===== config.mk =====
export PLATFORM = sky130hd
export DESIGN_NAME = hub75_bcm_scan
export DESIGN_NICKNAME = d
export VERILOG_FILES = /design/src/rtl/hub75_bcm_scan.sv
export SDC_FILE = /design/constraint.sdc
export NUM_CORES = 1
export LEC_CHECK = 0
export ABC_AREA = 1
export BUFFER_PORTS_ARGS = -buffer_cell sky130_fd_sc_hd__buf_2
export CORE_AREA = 2 2 127 129
export DETAILED_ROUTE_END_ITERATION = 8
export DIE_AREA = 0 0 129 131
export PLACE_DENSITY = 0.53
export SYNTH_ARGS = -nofsm -noshare
export SYNTH_HDL_FRONTEND = slang
export SYNTH_SLANG_ARGS = --single-unit

===== constraint.sdc =====
create_clock -name clk -period 2.1 [get_ports clk]
set_input_delay 0.42 -clock clk [delete_from_list [all_inputs] [get_ports clk]]
set_output_delay 0.42 -clock clk [all_outputs]
set_load 0.005 [all_outputs]

===== src/rtl/hub75_bcm_scan.sv =====
// rtl/hub75_bcm_scan.sv - HUB75 panel scanner with BCM bit planes, global dimming and double-buffered frames
module hub75_bcm_scan #(
    parameter int ROW_BITS     = 3,
    parameter int COL_BITS     = 5,
    parameter int COLOR_BITS   = 8,
    parameter int BLANK_CYCLES = 32,
    parameter int SHOW_BASE    = 4
) (
    input  logic                         clk,
    input  logic                         rst_n,
    input  logic                         enable,
    input  logic [1:0]                   dim,
    input  logic                         swap_req,
    output logic                         swap_ack,
    output logic                         front_sel,
    output logic [ROW_BITS+COL_BITS:0]   pix_addr,
    input  logic [6*COLOR_BITS-1:0]      pix_data,
    output logic [ROW_BITS-1:0]          row_addr,
    output logic [2:0]                   rgb0,
    output logic [2:0]                   rgb1,
    output logic                         rgb_clk,
    output logic                         rgb_stb,
    output logic                         oe_n,
    output logic                         frame_start
);
    localparam int PLANE_W  = (COLOR_BITS > 1) ? $clog2(COLOR_BITS) : 1;
    localparam int SHOW_MAX = SHOW_BASE << (COLOR_BITS - 1);
    localparam int SHOW_W   = $clog2(SHOW_MAX + 1);
    localparam int BLANK_W  = $clog2(BLANK_CYCLES + 1);

    localparam logic [2:0] S_IDLE   = 3'd0;
    localparam logic [2:0] S_FETCH  = 3'd1;
    localparam logic [2:0] S_SAMPLE = 3'd2;
    localparam logic [2:0] S_CLOCK  = 3'd3;
    localparam logic [2:0] S_BLANK  = 3'd4;
    localparam logic [2:0] S_LATCH  = 3'd5;
    localparam logic [2:0] S_SHOW   = 3'd6;
    localparam logic [2:0] S_FRAME  = 3'd7;

    logic [2:0]            state, state_n;
    logic [ROW_BITS-1:0]   row, row_n;
    logic [COL_BITS-1:0]   col, col_n;
    logic [PLANE_W-1:0]    plane, plane_n;
    logic                  front_n, swap_n, fs_n;
    logic [BLANK_W-1:0]    blank_cnt;
    logic [SHOW_W-1:0]     show_cnt, show_len, show_on, plane_len;
    logic [COLOR_BITS-1:0] ru, gu, bu, rl, gl, bl;

    assign {ru, gu, bu, rl, gl, bl} = pix_data;
    assign plane_len = SHOW_W'(SHOW_BASE) << plane;

    // Next-value view of the counters so pix_addr is already valid during FETCH.
    always_comb begin
        state_n = state;
        row_n   = row;
        col_n   = col;
        plane_n = plane;
        front_n = front_sel;
        swap_n  = 1'b0;
        fs_n    = 1'b0;
        case (state)
            S_IDLE: begin
                if (enable) begin
                    state_n = S_FETCH;
                    row_n   = '0;
                    col_n   = '0;
                    plane_n = '0;
                    fs_n    = 1'b1;
                end
            end
            S_FETCH:  state_n = S_SAMPLE;
            S_SAMPLE: state_n = S_CLOCK;
            S_CLOCK: begin
                col_n   = col + COL_BITS'(1);
                state_n = (&col) ? S_BLANK : S_FETCH;
            end
            S_BLANK: begin
                if (blank_cnt == BLANK_W'(BLANK_CYCLES - 1)) state_n = S_LATCH;
            end
            S_LATCH: state_n = S_SHOW;
            S_SHOW: begin
                if (show_cnt == show_len - SHOW_W'(1)) begin
                    if (plane == PLANE_W'(COLOR_BITS - 1)) begin
                        plane_n = '0;
                        row_n   = row + ROW_BITS'(1);
                        if (&row) begin
                            state_n = S_FRAME;
                            fs_n    = 1'b1;
                            if (swap_req) begin
                                front_n = ~front_sel;
                                swap_n  = 1'b1;
                            end
                        end else begin
                            state_n = S_FETCH;
                        end
                    end else begin
                        plane_n = plane + PLANE_W'(1);
                        state_n = S_FETCH;
                    end
                end
            end
            S_FRAME: state_n = enable ? S_FETCH : S_IDLE;
            default: state_n = S_IDLE;
        endcase
    end

    always_ff @(posedge clk or negedge rst_n) begin
        if (!rst_n) begin
            state       <= S_IDLE;
            row         <= '0;
            col         <= '0;
            plane       <= '0;
            front_sel   <= 1'b0;
            swap_ack    <= 1'b0;
            frame_start <= 1'b0;
            pix_addr    <= '0;
            row_addr    <= '0;
            rgb0        <= '0;
            rgb1        <= '0;
            rgb_clk     <= 1'b0;
            rgb_stb     <= 1'b0;
            oe_n        <= 1'b1;
            blank_cnt   <= '0;
            show_cnt    <= '0;
            show_len    <= '0;
            show_on     <= '0;
        end else begin
            state       <= state_n;
            row         <= row_n;
            col         <= col_n;
            plane       <= plane_n;
            front_sel   <= front_n;
            swap_ack    <= swap_n;
            frame_start <= fs_n;
            rgb_clk     <= (state_n == S_CLOCK);
            rgb_stb     <= (state_n == S_LATCH);
            if (state_n == S_FETCH) pix_addr <= {front_n, row_n, col_n};
            if (state == S_SAMPLE) begin
                rgb0 <= {ru[plane], gu[plane], bu[plane]};
                rgb1 <= {rl[plane], gl[plane], bl[plane]};
            end
            // Row lines only move here, where oe_n is guaranteed high.
            if (state_n == S_BLANK && state != S_BLANK) begin
                row_addr  <= row;
                blank_cnt <= '0;
            end else if (state == S_BLANK) begin
                blank_cnt <= blank_cnt + BLANK_W'(1);
            end
            if (state == S_LATCH) begin
                show_len <= plane_len;
                show_on  <= plane_len >> dim;
                show_cnt <= '0;
                oe_n     <= ((plane_len >> dim) == '0);
            end else if (state == S_SHOW && state_n == S_SHOW) begin
                show_cnt <= show_cnt + SHOW_W'(1);
                oe_n     <= !((show_cnt + SHOW_W'(1)) < show_on);
            end else begin
                oe_n <= 1'b1;
            end
        end
    end
endmodule


After elaboration in Yosys (flattened, before gate mapping)
Cells that the tools add are included.

word-level totals
  flip-flop bits (word level) = 74
  latch bits = 0
  bits in writable memories = 0
  memory bits (read-only) = 0
  input port bits = 54
  output and inout port bits = 24
  memories = 0

cells by class
  add/sub/neg operators = 6
  multiply operators = 0
  div/mod/pow operators = 0
  magnitude comparators = 2
  equal/unequal tests = 18
  shifts and indexed selects = 2
  muxes and demuxes = 51
  bitwise logic cells = 1
  reduce and logical (&&, ||, !) cells = 11

operators with widths
  operator                                                               number
  3-bit two-way mux                                                      12
  3-bit == test (second input constant)                                  8
  3-bit one-hot mux with 8 select lines                                  1
  1-bit two-way mux                                                      23
  10-bit two-way mux                                                     2
  1-bit binary-select mux with 3-bit select                              6
  6-bit two-way mux                                                      2
  3-bit one-hot mux with 2 select lines                                  2
  10-bit by 1-bit adder with 10-bit output (second input constant)       1
  10-bit == test                                                         1
  10-bit zero test                                                       1
  10-bit less-than comparator                                            1
  5-bit one-hot mux with 2 select lines                                  1
  3-bit by 3-bit left shift with 10-bit output (first input constant)    1
  10-bit by 2-bit >> shifter with 10-bit output                          1
  10-bit by 1-bit subtractor with 10-bit output (second input constant)  1
  3-bit by 2-bit == test with 1-bit output (second input constant)       3
  3-bit by 1-bit adder with 3-bit output (second input constant)         2
  6-bit by 1-bit adder with 6-bit output (second input constant)         1
  3-bit by 1-bit == test with 1-bit output (second input constant)       2
  6-bit by 5-bit == test with 1-bit output (second input constant)       1
  3-bit AND reduction                                                    2
  2-bit nonzero test                                                     3
  5-bit by 1-bit adder with 5-bit output (second input constant)         1
  other kinds (10)                                                       12

Depth between registers and ports, before layout
Gate-level depths: netlist (run 1).

  depth in word-level cells = 9
  gate-level depth with buffers = 17
  gate-level depth less buffers = 17

Worst setup path after synthesis (run 1)
No wires, ideal clock.

  kind = register to register
  start point = register show_cnt[2]
  end point = register oe_n
  setup time = 85 ps
  arrival time = 2061 ps
  required time = 2015 ps
  path slack = -46 ps
  stages on the path, launching flop included = 14
  path through = dfrtp_1 inv_1 nor3_1 nand3_1 nor2_1 nand3_1 xor2_1 ha_1 nand2_1 nor2_1 nand2_1 o211ai_1 o21ai_0 nand3_2

between the ends
  cells in the longest elaborated chain, start to end = 7

ends and longest elaborated chain
  what                                                                                              RTL line  source
  start: declaration                                                                                46        logic [SHOW_W-1:0] show_cnt, show_len, show_on, plane_len;
  start signal: assignment                                                                          155       show_cnt <= show_cnt + SHOW_W'(1);
  parallel branches: the longest is 5 deep, another holds 10-bit by 1-bit adder with 10-bit output  n/a
  1-bit two-way mux *                                                                               154       end else if (state == S_SHOW && state_n == S_SHOW) begin
  1-bit two-way mux *                                                                               149       if (state == S_LATCH) begin
  end signal: assignment                                                                            153       oe_n <= ((plane_len >> dim) == '0);
  end signal: assignment                                                                            156       oe_n <= !((show_cnt + SHOW_W'(1)) < show_on);
  end: declaration                                                                                  23        output logic oe_n,

Mark *: on every way between the ends.
A chain may end at the register's enable or synchronous reset.

Worst setup path in the final report (run 1)
  start point = register show_len[3]
  end point = register pix_addr[1]

between the ends
  cells in the longest elaborated chain, start to end = 5

ends and longest elaborated chain
  what                                           RTL line  source
  start: declaration                             46
  start signal: assignment                       150       show_len <= plane_len;
  10-bit by 1-bit subtractor with 10-bit output  82        if (show_cnt == show_len - SHOW_W'(1)) begin
  10-bit == test                                 82
  3-bit two-way mux                              82
  3-bit one-hot mux with 8 select lines          61        case (state)
  3-bit by 1-bit == test with 1-bit output       137       if (state_n == S_FETCH) pix_addr <= {front_n, row_n, col_n};
  end signal: assignment                         137
  end: declaration                               16        output logic [ROW_BITS+COL_BITS:0] pix_addr,

No other way between the ends.

==> summary.txt, run 1 <==
Status - finished with violations
Failing checks - setup timing
Clock Tree Root - clkbuf_16
DRT Pass-1 Iters - 4
Die area - 16900 um^2
Syn Inst Count - 609
Routed len/inst - 13.41 um
Via-to-Cell Ratio - 4.570
Placement Rows - 46
Tmin final - 2181 ps
Chip height - 131 um
Peak VDD IR - 424.6 uV
Slew HR - 55.64%
Routed via count - 4369
Prevailing post-synth register cell - dfrtp_1
H-tree Lvls - 3
MaxCap Viol Count - 0
Net Count, Synth - 685
Post-CTS Hold Fix Bufs - 0
Starting DRT DRC Count - 244
Port bufs - 77
Highest Clock Rate - 458.5 MHz
Unrepaired setup endpoints after global routing - true
Crit-path cells - inv_2, ha_4, xor2_1, nand2_1, nor2_2, nand3_2, nor2_4, nand3_4, a21oi_4, buf_6, nand3b_4, nand2_1, nand2_1
Non-filler cells, final - 956
Die W - 129 um
# nets final - 811
Worst setup margin - -80.87 ps
CP Launch Type - flop
CTS tree - yes
Avg Cell Area, Syn - 7.497 um^2
Pin count of the biggest net entering global routing - 34
Fin. Hold Viols - 0
Drc violations - 0
Core Region - 15600 um^2
Multi-input logic area - 2640 um^2
Max Transition Viols Final - 0
Yosys reg bits - 72
Fillers - 1666
Most frequent cells in the layout - 148 x nand2_1, 76 x buf_2, 71 x o21ai_0, 71 x dfrtp_1, 58 x inv_1
Crit path largest cell delay - 350 ps
DP HPWL - 9666 um
Setup TNS - -869.9 ps
Setup crit end kind - flop
GRT Total Usage - 15.79%
Vias in the first global route - 4320
Power Dens Cells - 508.7 nW/um^2
Inst Count DP - 932
Asr flop ratio synth - 100.0%
Worst path required time - 2340 ps
Critical Path Fanout Max - 5
Most used cell, CP - nand2_1
Fin crit share - 103.9%
Initial antenna violation count - 0
CTS Buf Count - 9
Storage cell area - 1803 um^2
Post-Route WL - 12820 um
CTS Buffer Depth - 2
Clock Sinks - 72
EDFF count, synth - 0
Class of the most critical setup path - flop to flop
Global route overflow - 0
GP Congestion - 0.8089
Synth warnings - 0
DP Worst Slack - -96.60 ps
Proportion of layout cells with a drive suffix above 1 - 31.35%
Leakage power - 2.967 nW
Area grow syn2layout - 34.26%
Worst-Margin Slew - 657.1 ps
Slowest cell on crit path - dfrtp_1
Library cells used by synthesis - 39
I/O pins - 78
Initial Util - 29.27%
Detail Route Antenna Nets - 0
Clock Latency Late Sink - 340 ps
Commonest non-fill, non-tap cell in the layout - nand2_1
Final Setup Violations - 17
First-pass GRT wire length - 21120 um
Mapped cell area - 4566 um^2
Hold Path Class - input port to asynchronous set/reset pin
# diodes - 0
Clock transition at path regs - 60 ps
Sequential area share after synthesis - 39.49%
Clk_skew - 9.602 ps
Worst EP arrival - 2420 ps
==> cell usage after synthesis (3+ instances only) <==
cell / n / share of area [%]
clkbuf_1: 13 / 1.1
nand2_1: 164 / 13
nand3_1: 30 / 3.3
nor2_4: 5 / 1.2
o21ai_2: 9 / 1.7
inv_2: 10 / 0.82
inv_1: 60 / 4.9
ha_1: 22 / 6.0
o21ai_0: 77 / 8.4
clkinv_1: 6 / 0.49
xnor2_1: 3 / 0.58
nand2_2: 6 / 0.82
or2_2: 3 / 0.41
nor3_1: 4 / 0.44
nand4_1: 8 / 1.1
o221ai_1: 12 / 2.3
nand3_2: 6 / 1.3
nor2_2: 8 / 1.1
a21oi_1: 10 / 1.1
nor2_1: 53 / 4.4
dfrtp_1: 71 / 39
xor2_1: 7 / 1.3
==> through the flow <==
stage | power [mW] | hold slack [ps] | util [%] | cell area, um^2
global placement | 1.560 | 402.8 | 35.43 | 5527
floorplan | 1.456 | 124.4 | - | 4571
detailed placement | 1.560 | 399.9 | 35.43 | 5527
finish | 3.118 | 27.22 | 39.30 | 6130
CTS | 3.152 | 37.80 | 38.20 | 5958
global route | 3.232 | 48.66 | 39.30 | 6130
==> state kept, by name, indices dropped and copies added, names as in the netlist, 3 cells and up <==
| signal | cells |
|---|---|
| rgb1 | 3 |
| show_cnt | 10 |
| pix_addr | 9 |
| row_addr | 3 |
| row | 3 |
| col | 5 |
| rgb0 | 3 |
| plane | 3 |
| blank_cnt | 6 |
| show_on | 10 |
| state | 3 |
| show_len | 8 |
==> final timing paths <==
check | cells past startpoint | from | slack [ps] | endpoint
max | 13 | show_len[3] | -80 | pix_addr[1]
min | 1 | rst_n | 30 | show_on[3]
max reg2reg | 13 | show_len[3] | -80 | pix_addr[1]
min reg2reg | 2 | row_addr[2] | 480 | row_addr[2]
max in group asynchronous | 2 | rst_n | 1550 | row[2]
min in group clk | 3 | swap_req | 360 | swap_ack
==> routing by layer <==
metal / vias to the layer above / track usage (%) / share of wire (%)
met5: - / 0 / 0
met4: 0 / 3.389 / 1.3
met3: 14 / 4.194 / 4.0
met2: 80 / 25.40 / 46
met1: 2023 / 21.45 / 48
li1: 2252 / - / -
==> worst max-delay path, delay by kind of cell, from the launching register on <==
family                     cells  cell delay [ps]
and+or+nand+nor                8              890
AOI/OAI and AO/OA              1              220
xor gates and xnor gates       1              140
buffers and inverters          2              210
DFF                            1              350
adders and majority gates      1              260
==> cell families (layout without fill, tap and decap cells) <==
family / Yosys count / after routing / share of synthesized area (%)
AO/OA/AOI/OAI: 120 / 120 / 15.65
XOR/XNOR: 10 / 10 / 1.918
adder cells (fa/ha/maj): 22 / 22 / 6.029
buffers and inverters: 91 / 220 / 7.673
flip-flops: 72 / 72 / 39.49
AND/OR/NAND/NOR: 294 / 296 / 29.24
==> power by group <==
part           internal, mW  switching [mW]  total (mW)
registers              1.39         0.00369        1.40
clock network         0.956           0.629        1.59
logic                0.0611          0.0744       0.135
total                  2.41           0.707        3.12
==> timing repair <==
action | 4_1_cts | 5_1_grt
setup buffers | 3 | 2
pin swaps | 15 | 22
gates resized for setup | 18 | 41
endpoints found under the setup margin | 24 | 29
cloned | 2 | 1
==> layout make-up <==
cell class,count,share of cell area (%)
multi-input cells,448,43.07
flip-flops and latches,72,29.41
repair buffers,128,13.45
inverters,76,4.695
well taps,216,4.409
clock buffers,10,3.899
clock inverters,6,1.061
(Power assumes the default switching activity.)
==> run 2, diff against run 1 <==
--- a/config.mk
+++ b/config.mk
@@ -6,7 +6,7 @@
 export NUM_CORES = 1
 export LEC_CHECK = 0
 export ABC_AREA = 1
-export BUFFER_PORTS_ARGS = -buffer_cell sky130_fd_sc_hd__buf_2
+export BUFFER_PORTS_ARGS = -buffer_cell sky130_fd_sc_hd__clkbuf_2
 export CORE_AREA = 2 2 127 129
 export DETAILED_ROUTE_END_ITERATION = 8
 export DIE_AREA = 0 0 129 131
==> run 2 against run 1 <==
- the run still ends with setup timing left
- final cell count is 0.94% higher
- largest cell class unchanged
- power is 2.3% higher
- clock skew down 1.8 ps
- setup slack improved by 13 ps
- routed wire length fell by 0.19%
- largest power group unchanged
- fmax increased by 0.61%
- critical endpoint is now pix_addr[5]
- first-iteration DRC count fell by 33%
- combinational power hardly changed
==> summary.txt, run 2 (synthesized netlist as in run 1, its figures left out) <==
Status - finished with violations
Failing checks - setup timing
Clock Sinks - 72
Vias in the first global route - 4283
Combinational Power Share - 4.2%
Die area - 16900 um^2
DP Worst Slack - -168.7 ps
Placement Rows - 46
Clock Tree Root - clkbuf_16
Starting DRT DRC Count - 164
CTS Buf Count - 9
Class of the most critical setup path - flop to flop
Area grow syn2layout - 35.16%
I/O pins - 78
Reg2Reg Setup Slack - -70 ps
Pin count of the biggest net entering global routing - 32
Largest regs - show_cnt: 10 flops, show_on: 10 flops, pix_addr: 9 flops
Detail Route Antenna Nets - 0
Switching share of power - 21.77%
Clock Latency Late Sink - 340 ps
Post-CTS Hold Fix Bufs - 0
Critical Path Fanout Max - 5
FF-to-FF Start - show_len[2]
First-pass GRT wire length - 21400 um
Setup TNS - -551.6 ps
Worst setup margin - -67.72 ps
Tmin final - 2168 ps
Max Transition Viols Final - 0
Post-Route WL - 12800 um
Worst-Margin Slew - 600.2 ps
Leakage power - 3.033 nW
Global route overflow - 0
# diodes - 0
Clk_skew - 7.759 ps
# nets final - 820
CP Launch Type - flop
H-tree Lvls - 3
Worst path required time - 2340 ps
Worst EP arrival - 2400 ps
Port bufs - 77
Peak VDD IR - 382.0 uV
Clock transition at path regs - 60 ps
DP Area - 5544 um^2
Proportion of layout cells with a drive suffix above 1 - 31.51%
Clock power frac - 52.0%
Setup crit end kind - flop
Fillers - 1653
Power Dens Cells - 516.7 nW/um^2
Worst-case reg-to-reg path depth - 13
Unrepaired setup endpoints after global routing - true
Routed via count - 4348
Routed len/inst - 13.26 um
Initial Util - 29.27%
Core Region - 15600 um^2
MaxCap Viol Count - 0
DRT Pass-1 Iters - 4
Via-to-Cell Ratio - 4.506
CTS tree - yes
Reg2reg end - pix_addr[5]
Design area - 6171 um^2
Most frequent cells in the layout - 153 x nand2_1, 76 x clkbuf_2, 72 x o21ai_0, 71 x dfrtp_1, 58 x inv_1
Hold Path Class - input port to asynchronous set/reset pin
Die W - 129 um
Int Pwr - 2.494 mW
Fin. Hold Viols - 0
CTS Buffer Depth - 2
Slew HR - 59.48%
Final Setup Violations - 14
Highest Clock Rate - 461.3 MHz
Flop pwr share - 43.8%
Commonest non-fill, non-tap cell in the layout - nand2_1
Switching power - 0.6943 mW
Chip height - 131 um
GP Congestion - 0.8319
GRT Total Usage - 16.27%
Drc violations - 0
Fin crit share - 103.2%
Initial antenna violation count - 0
DP HPWL - 9840 um
[run 2: worst max path at each step]
stage                     start           to  slack, ps
global placement    show_cnt[2]         oe_n       -190
CTS                 show_cnt[2]         oe_n        -60
finish              show_len[2]  pix_addr[5]        -70
global route        show_len[2]  pix_addr[5]       -250
detailed placement  show_cnt[2]         oe_n       -170
floorplan           show_cnt[2]         oe_n         20
[run 2: critical path, cell delays in order, from the launching register on]
cell and delay, ps:
dfrtp_1 420, inv_2 70, ha_4 260, xor2_1 120, nand2_1 90, nor2_2 100
nand3_2 90, nor2_4 170, nand3_4 100, a21oi_4 210, buf_6 150, nand3b_4 120
nand2_2 100, nand2_2 40
[run 2: what timing repair did]
item	in CTS	in global routing
setup buffers	8	3
pin swaps	21	14
endpoints found under the setup margin	24	29
resized for setup	27	28
cloned	2	0
[run 2: area by class of cell]
| type | instances | area, um^2 | area share (%) |
|---|---|---|---|
| clock inverter | 7 | 92.59 | 1.500 |
| sequential | 72 | 1803 | 29.22 |
| tap | 216 | 270.3 | 4.380 |
| inverter | 76 | 290.3 | 4.704 |
| timing repair buffer | 137 | 865.8 | 14.03 |
| multi-input combinational | 448 | 2624 | 42.52 |
| clock buffer | 9 | 225.2 | 3.650 |
[run 2: power groups by stage]
| stage | clock (mW) | sequential, mW | combinational, mW |
|---|---|---|---|
| global placement | 0 | 1.42 | 0.137 |
| floorplan | 0 | 1.42 | 0.0332 |
| global route | 1.75 | 1.40 | 0.155 |
| detailed placement | 0 | 1.42 | 0.138 |
| CTS | 1.70 | 1.40 | 0.138 |
| finish | 1.66 | 1.40 | 0.135 |
[run 2: metal layers]
layer / vias to the layer above / track usage [%] / share of wire (%)
li1: 2276 / - / -
met2: 73 / 26.61 / 46
met4: 0 / 5.627 / 2.1
met5: - / 0 / 0
met3: 19 / 3.542 / 3.2
met1: 1980 / 21.40 / 48
[run 2: metrics by stage]
step	total power [mW]	hold slack, ps	std cells	utilization (%)
6_report	3.189	13.81	965	39.56
5_1_grt	3.304	46.68	965	39.56
4_1_cts	3.239	14.43	962	38.87
3_5_place_dp	1.560	386.1	936	35.54
3_3_place_gp	1.559	385.3	936	35.54
2_1_floorplan	1.456	124.4	609	-
